===== src/rtl/vram_capture_writer_pkg.sv =====
// Shared constants, FIFO entry layout and FSM encoding for the
// capture-side VRAM writer.
package vram_capture_writer_pkg;

    localparam int X_BITS  = 10;
    localparam int Y_BITS  = 9;
    localparam int ADDR_W  = X_BITS + Y_BITS;
    localparam int PIX_W   = 30;
    localparam int PAD_W   = 6;
    localparam int DATA_W  = PIX_W + PAD_W;
    localparam int ENTRY_W = ADDR_W + PIX_W;

    localparam int H_ACTIVE_DEF   = 640;
    localparam int V_ACTIVE_DEF   = 480;
    localparam int FIFO_DEPTH_DEF = 8;

    typedef enum logic [1:0] {
        WAIT_SOF = 2'd0,
        CAPTURE  = 2'd1,
        DRAIN    = 2'd2
    } state_e;

    typedef struct packed {
        logic [ADDR_W-1:0] addr;
        logic [PIX_W-1:0]  pix;
    } entry_t;

    // Same {y, x} packing the display read side uses.
    function automatic logic [ADDR_W-1:0] pack_addr(
        input logic [X_BITS-1:0] x,
        input logic [Y_BITS-1:0] y
    );
        return {y, x};
    endfunction

endpackage


===== src/rtl/vram_capture_writer_sync_fifo.sv =====
// Single-clock FIFO; a push into a full FIFO is accepted when a pop
// happens in the same cycle.
module vram_capture_writer_sync_fifo #(
    parameter int WIDTH = 49,
    parameter int DEPTH = 8
) (
    input  logic             clk,
    input  logic             reset,
    input  logic             i_push,
    input  logic             i_pop,
    input  logic [WIDTH-1:0] i_data,
    output logic [WIDTH-1:0] o_data,
    output logic             o_full,
    output logic             o_empty
);

    localparam int AW = $clog2(DEPTH);

    logic [WIDTH-1:0] r_mem [DEPTH];
    logic [AW:0]      r_wr_ptr;
    logic [AW:0]      r_rd_ptr;
    logic             w_do_push;
    logic             w_do_pop;

    assign o_empty = (r_wr_ptr == r_rd_ptr);
    assign o_full  = (r_wr_ptr[AW] != r_rd_ptr[AW]) &&
                     (r_wr_ptr[AW-1:0] == r_rd_ptr[AW-1:0]);

    assign w_do_pop  = i_pop & ~o_empty;
    assign w_do_push = i_push & (~o_full | w_do_pop);

    assign o_data = r_mem[r_rd_ptr[AW-1:0]];

    always_ff @(posedge clk) begin
        if (reset) begin
            r_wr_ptr <= '0;
            r_rd_ptr <= '0;
        end else begin
            if (w_do_push) r_wr_ptr <= r_wr_ptr + 1'b1;
            if (w_do_pop)  r_rd_ptr <= r_rd_ptr + 1'b1;
        end
    end

    always_ff @(posedge clk) begin
        if (w_do_push) r_mem[r_wr_ptr[AW-1:0]] <= i_data;
    end

endmodule


===== src/rtl/vram_capture_writer.sv =====
// Tags a raster pixel stream with frame coordinates, buffers it and
// writes it into ZBT VRAM during arbiter-granted write slots.
module vram_capture_writer
    import vram_capture_writer_pkg::*;
#(
    parameter int H_ACTIVE   = H_ACTIVE_DEF,
    parameter int V_ACTIVE   = V_ACTIVE_DEF,
    parameter int FIFO_DEPTH = FIFO_DEPTH_DEF
) (
    input  logic              clk,
    input  logic              reset,
    input  logic              pix_valid,
    input  logic              pix_sof,
    input  logic              pix_eol,
    input  logic [PIX_W-1:0]  pix_data,
    input  logic              frame_enable,
    input  logic              wr_slot,
    output logic              vram_we,
    output logic [ADDR_W-1:0] vram_write_addr,
    output logic [DATA_W-1:0] vram_write_data,
    output logic              frame_done,
    output logic              overflow,
    output logic              busy
);

    localparam logic [X_BITS:0]   H_LIM  = H_ACTIVE[X_BITS:0];
    localparam logic [Y_BITS:0]   V_LIM  = V_ACTIVE[Y_BITS:0];
    localparam logic [Y_BITS-1:0] Y_LAST = Y_BITS'(V_ACTIVE - 1);

    state_e            r_state;
    logic [X_BITS-1:0] r_x;
    logic [Y_BITS-1:0] r_y;
    logic              r_we;
    logic [ADDR_W-1:0] r_addr;
    logic [DATA_W-1:0] r_data;
    logic              r_done;
    logic              r_ovf;

    logic              w_sof;
    logic              w_start;
    logic              w_take;
    logic              w_push;
    logic              w_pop;
    logic              w_eof;
    logic              w_full;
    logic              w_empty;
    logic [X_BITS-1:0] w_px;
    logic [Y_BITS-1:0] w_py;
    entry_t            w_entry;
    entry_t            w_head;

    always_comb begin
        w_sof   = pix_valid & pix_sof;
        w_start = w_sof & frame_enable & (r_state != DRAIN);
        w_take  = w_start |
                  (pix_valid & ~pix_sof & (r_state == CAPTURE));
        w_px    = w_start ? '0 : r_x;
        w_py    = w_start ? '0 : r_y;
        w_push  = w_take &
                  ({1'b0, w_px} < H_LIM) &
                  ({1'b0, w_py} < V_LIM);
        w_eof   = w_take & pix_eol & (w_py == Y_LAST);
        w_pop   = wr_slot & ~w_empty;
        w_entry = '{addr: pack_addr(w_px, w_py), pix: pix_data};
    end

    vram_capture_writer_sync_fifo #(
        .WIDTH (ENTRY_W),
        .DEPTH (FIFO_DEPTH)
    ) u_fifo (
        .clk     (clk),
        .reset   (reset),
        .i_push  (w_push),
        .i_pop   (w_pop),
        .i_data  (w_entry),
        .o_data  (w_head),
        .o_full  (w_full),
        .o_empty (w_empty)
    );

    always_ff @(posedge clk) begin
        if (reset) begin
            r_state <= WAIT_SOF;
            r_x     <= '0;
            r_y     <= '0;
            r_we    <= 1'b0;
            r_addr  <= '0;
            r_data  <= '0;
            r_done  <= 1'b0;
            r_ovf   <= 1'b0;
        end else begin
            r_we   <= w_pop;
            r_done <= 1'b0;
            if (w_pop) begin
                r_addr <= w_head.addr;
                r_data <= {PAD_W'(0), w_head.pix};
            end
            if (w_push & w_full & ~w_pop) r_ovf <= 1'b1;
            // Coordinates saturate rather than wrap on runaway lines.
            if (w_take) begin
                if (pix_eol) begin
                    r_x <= '0;
                    r_y <= (w_py == '1) ? w_py : w_py + 1'b1;
                end else begin
                    r_x <= (w_px == '1) ? w_px : w_px + 1'b1;
                    r_y <= w_py;
                end
            end
            unique case (r_state)
                WAIT_SOF: begin
                    if (w_eof)        r_state <= DRAIN;
                    else if (w_start) r_state <= CAPTURE;
                end
                CAPTURE: begin
                    if (w_eof)
                        r_state <= DRAIN;
                    else if (w_sof & ~frame_enable)
                        r_state <= WAIT_SOF;
                end
                DRAIN: begin
                    if (w_empty) begin
                        r_done  <= 1'b1;
                        r_state <= WAIT_SOF;
                    end
                end
                default: r_state <= WAIT_SOF;
            endcase
        end
    end

    assign vram_we         = r_we;
    assign vram_write_addr = r_addr;
    assign vram_write_data = r_data;
    assign frame_done      = r_done;
    assign overflow        = r_ovf;
    assign busy            = (r_state != WAIT_SOF) | ~w_empty;

endmodule


===== config.mk =====
export PLATFORM = sky130hd
export DESIGN_NAME = vram_capture_writer
export DESIGN_NICKNAME = d
export VERILOG_FILES = /design/src/rtl/vram_capture_writer_pkg.sv /design/src/rtl/vram_capture_writer_sync_fifo.sv /design/src/rtl/vram_capture_writer.sv
export SDC_FILE = /design/constraint.sdc
export NUM_CORES = 1
export LEC_CHECK = 0
export CORE_MARGIN = 4
export CORE_UTILIZATION = 38
export DETAILED_ROUTE_END_ITERATION = 7
export GPL_TIMING_DRIVEN = 0
export SYNTH_ARGS = -nofsm -noshare
export SYNTH_HDL_FRONTEND = slang
export SYNTH_SLANG_ARGS = --single-unit

===== constraint.sdc =====
create_clock -name clk -period 6.6 [get_ports clk]
set_input_delay 1.32 -clock clk [delete_from_list [all_inputs] [get_ports clk]]
set_output_delay 1.32 -clock clk [all_outputs]
set_load 0.005 [all_outputs]

Word-level counts from Yosys, hierarchy flattened

Memory sizes are Yosys's and may differ from the RTL's. A register that Yosys moved wholly into a read port is not among the register bits.
Cells that the tools add are included.
Widths: inputs -> output; s select.

Bitwise logic cells: 24
Add/subtract/negate cells: 4
Equality and inequality tests: 12
Muxes and demuxes: 15
$lt $le $gt $ge: 2
Reduce and logical (&&, ||, !) cells: 5

Operators by type and width:

| cell                  | count |
|---|---|
| $mux 10               | 3 |
| $mux 9                | 3 |
| $eq 9x9->1 const B    | 2 |
| $and 1x1->1           | 15 |
| $add 10x1->10 const B | 1 |
| $eq 10x10->1 const B  | 1 |
| $lt 10x10->1 const B  | 1 |
| $mux 2                | 5 |
| $add 9x1->9 const B   | 1 |
| $lt 9x9->1 const B    | 1 |
| $add 4x1->4 const B   | 2 |
| $not 1->1             | 6 |
| $pmux 2 s3            | 1 |
| $eq 4x4->1            | 1 |
| $eq 3x3->1            | 1 |
| $mux 1                | 3 |
| $ne 3x2->1 const B    | 1 |
| $ne 3x3->1 const B    | 1 |
| $or 1x1->1            | 3 |
| $reduce_and 3->1      | 1 |
| $eq 2x1->1 const B    | 1 |
| $eq 2x2->1 const B    | 1 |
| $logic_not 2->1       | 1 |
| $ne 2x1->1 const B    | 1 |
| other kinds (5)       | 5 |

Input bits: 37
Bits in writable memories: 392
Flip-flop bits (word level): 32
Logic and storage cells: 71
Memories: 1

Memories:

| name         | depth | width | rd ports | clocked after Yosys merged registers in | wr ports | line                                | source |
|---|---|---|---|---|---|---|---|
| u_fifo.r_mem | 8     | 49    | 1        | 1                                       | 1        | vram_capture_writer_sync_fifo.sv:19 | `logic [WIDTH-1:0] r_mem [DEPTH];` |

Logic depth before layout (Yosys ltp)

Gate-level depths: netlist of run 1.

Word-level depth: 10
Mapped depth: 11
Gate-level depth less buffers: 9

By module

Synthesis of run 1 repeated with hierarchy kept, for this count alone.

Cell total of the unflattened synthesis: 1,047
Area total of the unflattened synthesis: 18,456.5 µm²

By module, submodules not included:

| module                        | area an instance (µm²) | cells each | seq. area each (µm²) | instances |
|---|---|---|---|---|
| vram_capture_writer_sync_fifo | 15,303.4               | 637        | 11,991.5             | 1 |
| vram_capture_writer           | 3,153.0                | 410        | 1,461.4              | 1 |

Least setup slack after synthesis of run 1

Ideal clock, no wire load.

Path type: input-to-reg
From: input port frame_enable
To: memory u_fifo.r_mem[1][0] (enable)
Setup time: 0.526 ns
Stages: 5
Arrival: 5.782 ns
Setup slack: 0.292 ns
Required time: 6.074 ns
Cell sequence: and3_1 -> a22oi_1 -> a211oi_4 -> nand2_1 -> nor3b_1

Word-level cells in the longest chain between the ends: 9
Elaborated cells between the ends (all ways): 12

RTL lines:

| what                           | line                                | source |
|---|---|---|
| start, declared                | vram_capture_writer.sv:16           | `input logic frame_enable,` |
| $and 1x1->1 * (2 in a row)     | vram_capture_writer.sv:54           | `w_start = w_sof & frame_enable & (r_state != DRAIN);` |
| $mux 10                        | vram_capture_writer.sv:57           | `w_px = w_start ? '0 : r_x;` |
| $lt 10x10->1                   | vram_capture_writer.sv:60           | `({1'b0, w_px} < H_LIM) &` |
| $and 1x1->1                    | vram_capture_writer.sv:59           | `w_push = w_take &` |
| $and 1x1->1 *                  | vram_capture_writer.sv:60           |  |
| $and 1x1->1 *                  | vram_capture_writer_sync_fifo.sv:30 | `assign w_do_push = i_push & (~o_full \| w_do_pop);` |
| $mux 1 *                       | vram_capture_writer_sync_fifo.sv:45 | `if (w_do_push) r_mem[r_wr_ptr[AW-1:0]] <= i_data;` |
| $mux 1 (not written as such) * | vram_capture_writer_sync_fifo.sv:45 |  |
| end, declared                  | vram_capture_writer_sync_fifo.sv:19 |  |

Every way passes the cells marked *; elsewhere a longest branch is shown, timed or not.

Final worst setup path of run 1

From: input port pix_valid
To: register r_y[2]

Word-level cells in the longest chain between the ends: 7
Elaborated cells between the ends (all ways): 11

RTL lines:

| what                                      | line                                | source |
|---|---|---|
| start, declared                           | vram_capture_writer.sv:12           | `input logic pix_valid,` |
| $and 1x1->1 *                             | vram_capture_writer.sv:53           | `w_sof = pix_valid & pix_sof;` |
| $and 1x1->1 * (2 in a row)                | vram_capture_writer.sv:54           |  |
| $mux 9 *                                  | vram_capture_writer.sv:58           | `w_py = w_start ? '0 : r_y;` |
| via u_fifo.i_data[41]                     | vram_capture_writer_sync_fifo.sv:11 | `input logic [WIDTH-1:0] i_data,` |
| $add 9x1->9 or $eq 9x9->1 (tied branches) | vram_capture_writer.sv:103          | `r_y <= (w_py == '1) ? w_py : w_py + 1'b1;` |
| $mux 9 *                                  | vram_capture_writer.sv:103          |  |
| $mux 9 *                                  | vram_capture_writer.sv:101          | `if (pix_eol) begin` |
| end signal, assigned                      | vram_capture_writer.sv:103          |  |
| end signal, assigned                      | vram_capture_writer.sv:106          | `r_y <= w_py;` |
| end, declared                             | vram_capture_writer.sv:32           | `logic [Y_BITS-1:0] r_y;` |

Mark *: on every way through the listed nets, which the timed path passes. The rest lies on a longest branch.
A chain may end at the register's enable or synchronous reset.

==> metrics.txt, run 1 <==
remaining routing DRC violations=0; number of setup violations in the final report=0; number of hold violations in the final report=0; final core occ=0.4621; number of flops mapped to enable cells by yosys=392; clock sink count=473; synthesized area divided by synthesized cell count=18.65 µm²; Max-cap violations=0; transition time at the pin with the least slew margin=979.1 ps; drt wl/cell=22.14 µm; status=complete, no violations; buffer cell driving the clock tree root=sky130_fd_sc_hd__clkbuf_16; Final Wtd Congestion=0.7826; count of pins over their slew limit=0; met3 wire length=2006 µm; number of gates given a new drive strength after cts=0; total via count in the routed design=9455; Final Routed Wirelength=40210 µm; register-to-register path setup slack=3340 ps; Worst Hold Endpoint=r_y[1]$_SDFFE_PP0N_; crit-path max FO=10; DPL Wire Length=26500 µm; floorplan core area=47650 µm²; layout filler cell count=4082; number of antenna violations at the first check in global routing=0; clock tree from TritonCTS=done; minimum clock period=4091 ps; Die Height=227.3 µm; synth cell count leaders=392 x sky130_fd_sc_hd__edfxtp_1, 98 x sky130_fd_sc_hd__mux4_2, 81 x sky130_fd_sc_hd__dfxtp_1, 77 x sky130_fd_sc_hd__nor2_1, 52 x sky130_fd_sc_hd__mux2i_1; total power of the final layout=6.616 mW; number of cells on the worst hold path=2; share of flip-flops with an asynchronous set or reset after synthesis=0; RSZ-0062 raised after global routing=no; post-synthesis instance total=980; GRT Overall Usage=0.1579; pin count of the biggest net entering global routing=31; Max H-tree Level=2; TNS Setup=0 ps; sequential fraction of the synthesis area=0.7326; worst min-delay path startpoint=r_y[1]$_SDFFE_PP0N_; count of boundary I/O pins=96; routed metal-1 wire length=18090 µm; flip-flop and latch count after synthesis=473; overall die area=51680 µm²; number of post-CTS setup repair buffers=0; final net count=1204; data required time of the critical path=7040 ps; part of the cycle the worst path needs=0.6199; synthesis-to-layout area growth=20.45%; aggregate global routing overflow=0; WL met2=19300 µm; fraction of synthesized cell area taken by the top area cell type=0.6439; number of hold buffers added after cts=0; worst hold slack=493.7 ps; end of the worst register-to-register path=u_fifo.r_mem[4][27]$_DFFE_PP_; critical setup path kind=in -> reg; timing-limited maximum frequency=244.4 MHz; warning count from the yosys run=0; Worst slew margin=0.3472; most used standard cell by instance count after synthesis=sky130_fd_sc_hd__edfxtp_1; Vias per Instance=5.206; highest metal used=met4; clock tree buffer depth=3; Reg-to-Reg Start=u_fifo.r_rd_ptr[1]$_SDFFE_PP0P_; initial standard-cell utilization of the core=0.3837; worst hold-check path type=reg -> reg; Die Wd=227.3 µm; worst-case vdd ir drop=0.1885 mV; post-route clock skew=13.61 ps; number of unique standard cell types used by synthesis=60; pwr dens=300.5 nW/µm²; total of buffers placed on input and output ports=88; clock latency on the worst-skew pair=570 ps; data arrival time at the worst-slack endpoint=4530 ps; count of routing violations after the opening detailed-route iteration=683; leading post-synthesis cells by cell area=sky130_fd_sc_hd__edfxtp_1 64%, sky130_fd_sc_hd__mux4_2 12%, sky130_fd_sc_hd__dfxtp_1 8.9%; predominant post-synthesis flop cell=sky130_fd_sc_hd__edfxtp_1; Mapped Area=18280 µm²; cell count of the worst reg-to-reg path=10; wire length of the first global-routing pass=61390 µm; diode count=0; post-synth top area cell=sky130_fd_sc_hd__edfxtp_1; P_leak=6.954 nW; post-detailed-route count of antenna-violating nets=0; Clock Pin Slew Worst Setup and Hold Paths=60 ps; share of final-layout standard cells stronger than drive strength 1=0.2298; number of CTS-inserted buffers=48; type of destination of the critical path=flip-flop; drt pass-1 iters=5; via count of the first global-routing pass=9867; row cnt=80; element type at the critical path start=input pin
[cells by family after synthesis]
family,Yosys count,share of synthesized area
compound gates,94,0.03888
xor+xnor,14,0.006708
fa+ha+maj,4,0.002738
buf+inv,69,0.02060
flops,473,0.7326
mux,151,0.1498
other cells,1,0.0002051
simple gates,174,0.04839
[critical path, stage by stage]
cell and delay [ps]:
sky130_fd_sc_hd__clkdlybuf4s50_1 490, sky130_fd_sc_hd__and3_1 250, sky130_fd_sc_hd__nand2_1 350, sky130_fd_sc_hd__clkbuf_1 420, sky130_fd_sc_hd__and2_1 390, sky130_fd_sc_hd__ha_1 270, sky130_fd_sc_hd__nand3_1 120, sky130_fd_sc_hd__or3_1 340
sky130_fd_sc_hd__buf_2 170, sky130_fd_sc_hd__o2111ai_2 180, sky130_fd_sc_hd__xor2_1 170, sky130_fd_sc_hd__nor2_1 50
[final cells by class]
cell class | instances | area, µm² | area share
clock buffers | 72 | 1433 | 0.06506
plain buffers | 63 | 354.1 | 0.01608
multi-input cells | 443 | 4567 | 0.2074
repair buffers | 128 | 1360 | 0.06177
inverters | 6 | 22.52 | 0.001023
clock inverters | 16 | 120.1 | 0.005455
well taps | 615 | 769.5 | 0.03495
flip-flops and latches | 473 | 13390 | 0.6082
[per-layer routing]
layer / GRT usage / vias up
li1: - / 4293
met1: 0.2226 / 4877
met2: 0.2568 / 230
met3: 0.02592 / 55
met4: 0.04509 / 0
met5: 0 / -
[registers in the layout (all words and copies together), names as in the netlist]
signal	cells
u_fifo.r_mem	392
vram_write_data	30
vram_write_addr	19
r_x	10
r_y	9
u_fifo.r_rd_ptr	4
u_fifo.r_wr_ptr	4
r_state	2
frame_done	1
overflow	1
vram_we	1
[report_power, final]
group | internal [mW] | leakage (nW) | switching, mW
Sequential | 3.29 | 4.23 | 0.0383
Combinational | 0.325 | 1.96 | 0.308
Clock | 1.57 | 0.767 | 1.09
[worst max-delay path by stage]
stage / from / end
after detailed placement: pix_sof / u_fifo.r_mem[4][27]$_DFFE_PP_
after CTS: pix_sof / u_fifo.r_mem[4][28]$_DFFE_PP_
after global routing: pix_valid / r_y[2]$_SDFFE_PP0N_
after floorplan: frame_enable / u_fifo.r_mem[1][0]$_DFFE_PP_
after global placement: pix_valid / u_fifo.r_mem[1][28]$_DFFE_PP_
final: pix_valid / r_y[2]$_SDFFE_PP0N_
[stage by stage]
step           cells  cell area (µm²)  setup slack, ps
5_1_grt         1816            22020             2330
4_1_cts         1816            22020             2497
3_5_place_dp    1728            20470             1913
3_3_place_gp    1688            19950            -4610
6_report        1816            22020             2509
2_1_floorplan    985            18300            291.9
[cell usage in the layout, fill, tap and decap left out, types with 9 or more instances in the layout]
master,count
sky130_fd_sc_hd__buf_6,34
sky130_fd_sc_hd__clkbuf_16,49
sky130_fd_sc_hd__mux4_2,98
sky130_fd_sc_hd__buf_2,24
sky130_fd_sc_hd__clkbuf_8,12
sky130_fd_sc_hd__a21oi_1,9
sky130_fd_sc_hd__mux2i_1,52
sky130_fd_sc_hd__dfxtp_1,81
sky130_fd_sc_hd__clkdlybuf4s50_1,88
sky130_fd_sc_hd__nand2_1,19
sky130_fd_sc_hd__clkbuf_1,24
sky130_fd_sc_hd__buf_4,19
sky130_fd_sc_hd__edfxtp_1,392
sky130_fd_sc_hd__nand3_1,11
sky130_fd_sc_hd__nor2_1,77
sky130_fd_sc_hd__a211oi_1,51
sky130_fd_sc_hd__and2_1,18
Note: power is estimated with default switching activity, not from simulation.
==> run 2: changes to the inputs <==
clock period = 3.63 ns   (was 6.6 ns; I/O delays follow)
==> metrics.txt, run 2 (synthesis gave the netlist of run 1 again) <==
status=complete, no violations; register-to-register path setup slack=500 ps; total of buffers placed on input and output ports=88; critical setup path kind=reg -> out; Critical Path End=busy; commonest cells after routing, fill and taps aside=392 x sky130_fd_sc_hd__edfxtp_1, 98 x sky130_fd_sc_hd__mux4_2, 88 x sky130_fd_sc_hd__clkdlybuf4s50_1; power dissipated by switching net loads=2.640 mW; via count of the first global-routing pass=9595; Vias per Instance=5.220; element type at the critical path start=flip-flop; row cnt=80; buffer cell driving the clock tree root=sky130_fd_sc_hd__clkbuf_16; crit path from=u_fifo.r_wr_ptr[1]$_SDFFE_PP0P_; clock tree buffer depth=3; drt wl/cell=22.44 µm; Max H-tree Level=2; part of the cycle the worst path needs=0.9334; Max-cap violations=0; Worst slew margin=0.3298; end of the worst register-to-register path=u_fifo.r_mem[2][27]$_DFFE_PP_; GRT Overall Usage=0.1586; total number of cells along the worst setup path=6; Clock Pin Slew Worst Setup and Hold Paths=60 ps; clock latency on the worst-skew pair=580 ps; count of routing violations after the opening detailed-route iteration=609; minimum clock period=3388 ps; crit path max-delay cell type=sky130_fd_sc_hd__clkdlybuf4s50_1; commonest non-fill, non-tap cell in the layout=sky130_fd_sc_hd__edfxtp_1; type of destination of the critical path=output port; P_leak=6.942 nW; worst-case vdd ir drop=0.3467 mV; final worst-path setup slack=241.7 ps; worst min-delay path startpoint=vram_write_data[1]$_SDFFE_PP0P_; pin count of the biggest net entering global routing=27; count of boundary I/O pins=96; crit path cell chain=buf_2, xnor2_1, and3_4, nand2_1, or3_1, clkdlybuf4s50_1; data arrival time at the worst-slack endpoint=2660 ps; Worst path top cell family by delay=buffers and inverters; count of buffering cells on the critical path with inverters included=2; pwr dens=547.1 nW/µm²; cell count of the worst reg-to-reg path=9; data required time of the critical path=2900 ps; number of setup violations in the final report=0; total via count in the routed design=9432; TNS Setup=0 ps; worst hold-check path type=reg -> reg; count of pins over their slew limit=0; drt pass-1 iters=5; timing-limited maximum frequency=295.1 MHz; aggregate global routing overflow=0; share of power burned in combinational logic=0.096; number of flip-flops in the largest register=392; overall die area=51680 µm²; Die Height=227.3 µm; transition time at the pin with the least slew margin=1005 ps; Die Wd=227.3 µm; synthesis-to-layout area growth=21.40%; Final Routed Wirelength=40540 µm; number of antenna violations at the first check in global routing=0; RSZ-0062 raised after global routing=no; Reg-to-Reg Start=u_fifo.r_wr_ptr[1]$_SDFFE_PP0P_; Internal Pwr Total=9.500 mW; worst slack, placed=-576.4 ps; diode count=0; clock tree from TritonCTS=done; post-detailed-route count of antenna-violating nets=0; remaining routing DRC violations=0; crit-path max FO=8; post-route clock skew=19.12 ps; share of final-layout standard cells stronger than drive strength 1=0.2265; Final Wtd Congestion=0.7741; clock sink count=473; number of hold violations in the final report=0; final net count=1193; floorplan core area=47650 µm²; share of total power in the clock network=0.406; wire length of the first global-routing pass=61160 µm; worst stage delay on the critical path=460 ps; Reg power frac=0.498; switch share=0.2175; DPL Wire Length=25980 µm; number of CTS-inserted buffers=48; initial standard-cell utilization of the core=0.3837
run 2: routing by layer:
| metal | vias up | GRT usage | wire [µm] |
|---|---|---|---|
| li1 | 4291 | - | - |
| met1 | 4896 | 0.2160 | 17750 |
| met2 | 194 | 0.2653 | 20180 |
| met3 | 51 | 0.03250 | 1876 |
| met4 | 0 | 0.03806 | 736 |
| met5 | - | 0 | 0 |
run 2: worst min path at each step:
stage | endpoint | cells past startpoint
floorplan | r_y[1]$_SDFFE_PP0N_ | 2
global placement | r_y[1]$_SDFFE_PP0N_ | 2
detailed placement | u_fifo.r_wr_ptr[3]$_SDFFE_PP0P_ | 2
CTS | u_fifo.r_wr_ptr[3]$_SDFFE_PP0P_ | 2
global route | vram_write_data[0]$_SDFFE_PP0P_ | 2
finish | vram_write_data[1]$_SDFFE_PP0P_ | 2
run 2: area by class of cell:
class / count / area, µm²
plain buffers: 63 / 355.3
clock buffers: 72 / 1383
clock inverters: 18 / 205.2
fillers: 4015 / 25450
inverters: 6 / 22.52
multi-input cells: 443 / 4604
flip-flops and latches: 473 / 13390
well taps: 615 / 769.5
repair buffers: 117 / 1459
run 2: repair_timing:
item / CTS / global route
setup endpoints to repair: 0 / 25
buffers inserted: 0 / 4
gates resized for setup: 0 / 2
hold buffers: 0 / 0
run 2: power by group through the flow:
stage	Clock, mW	Sequential, mW	Combinational [mW]
6_report	4.93	6.05	1.16
3_3_place_gp	0	6.16	1.16
2_1_floorplan	0	6.16	0.685
4_1_cts	5.05	6.05	1.20
5_1_grt	5.30	6.06	1.28
3_5_place_dp	0	6.16	1.19
run 2: worst reg2reg max path, cell delays in order (launching register included):
cell and delay (ps):
sky130_fd_sc_hd__dfxtp_1 350, sky130_fd_sc_hd__buf_2 310, sky130_fd_sc_hd__xnor2_1 160, sky130_fd_sc_hd__and3_4 200, sky130_fd_sc_hd__a211oi_4 420, sky130_fd_sc_hd__nand2_1 230
sky130_fd_sc_hd__nor3_4 560, sky130_fd_sc_hd__buf_8 240, sky130_fd_sc_hd__buf_16 180, sky130_fd_sc_hd__buf_8 180
run 2: through the flow:
step           hold WS [ps]  cells    util  power [mW]  area [µm²]
5_1_grt               514.7   1807  0.4658       12.63       22190
2_1_floorplan         459.1    985       -       6.840       18350
3_3_place_gp          474.9   1688  0.4199       7.324       20000
6_report              497.5   1807  0.4658       12.14       22190
4_1_cts               498.9   1803  0.4651       12.30       22160
3_5_place_dp          491.2   1713  0.4318       7.356       20570
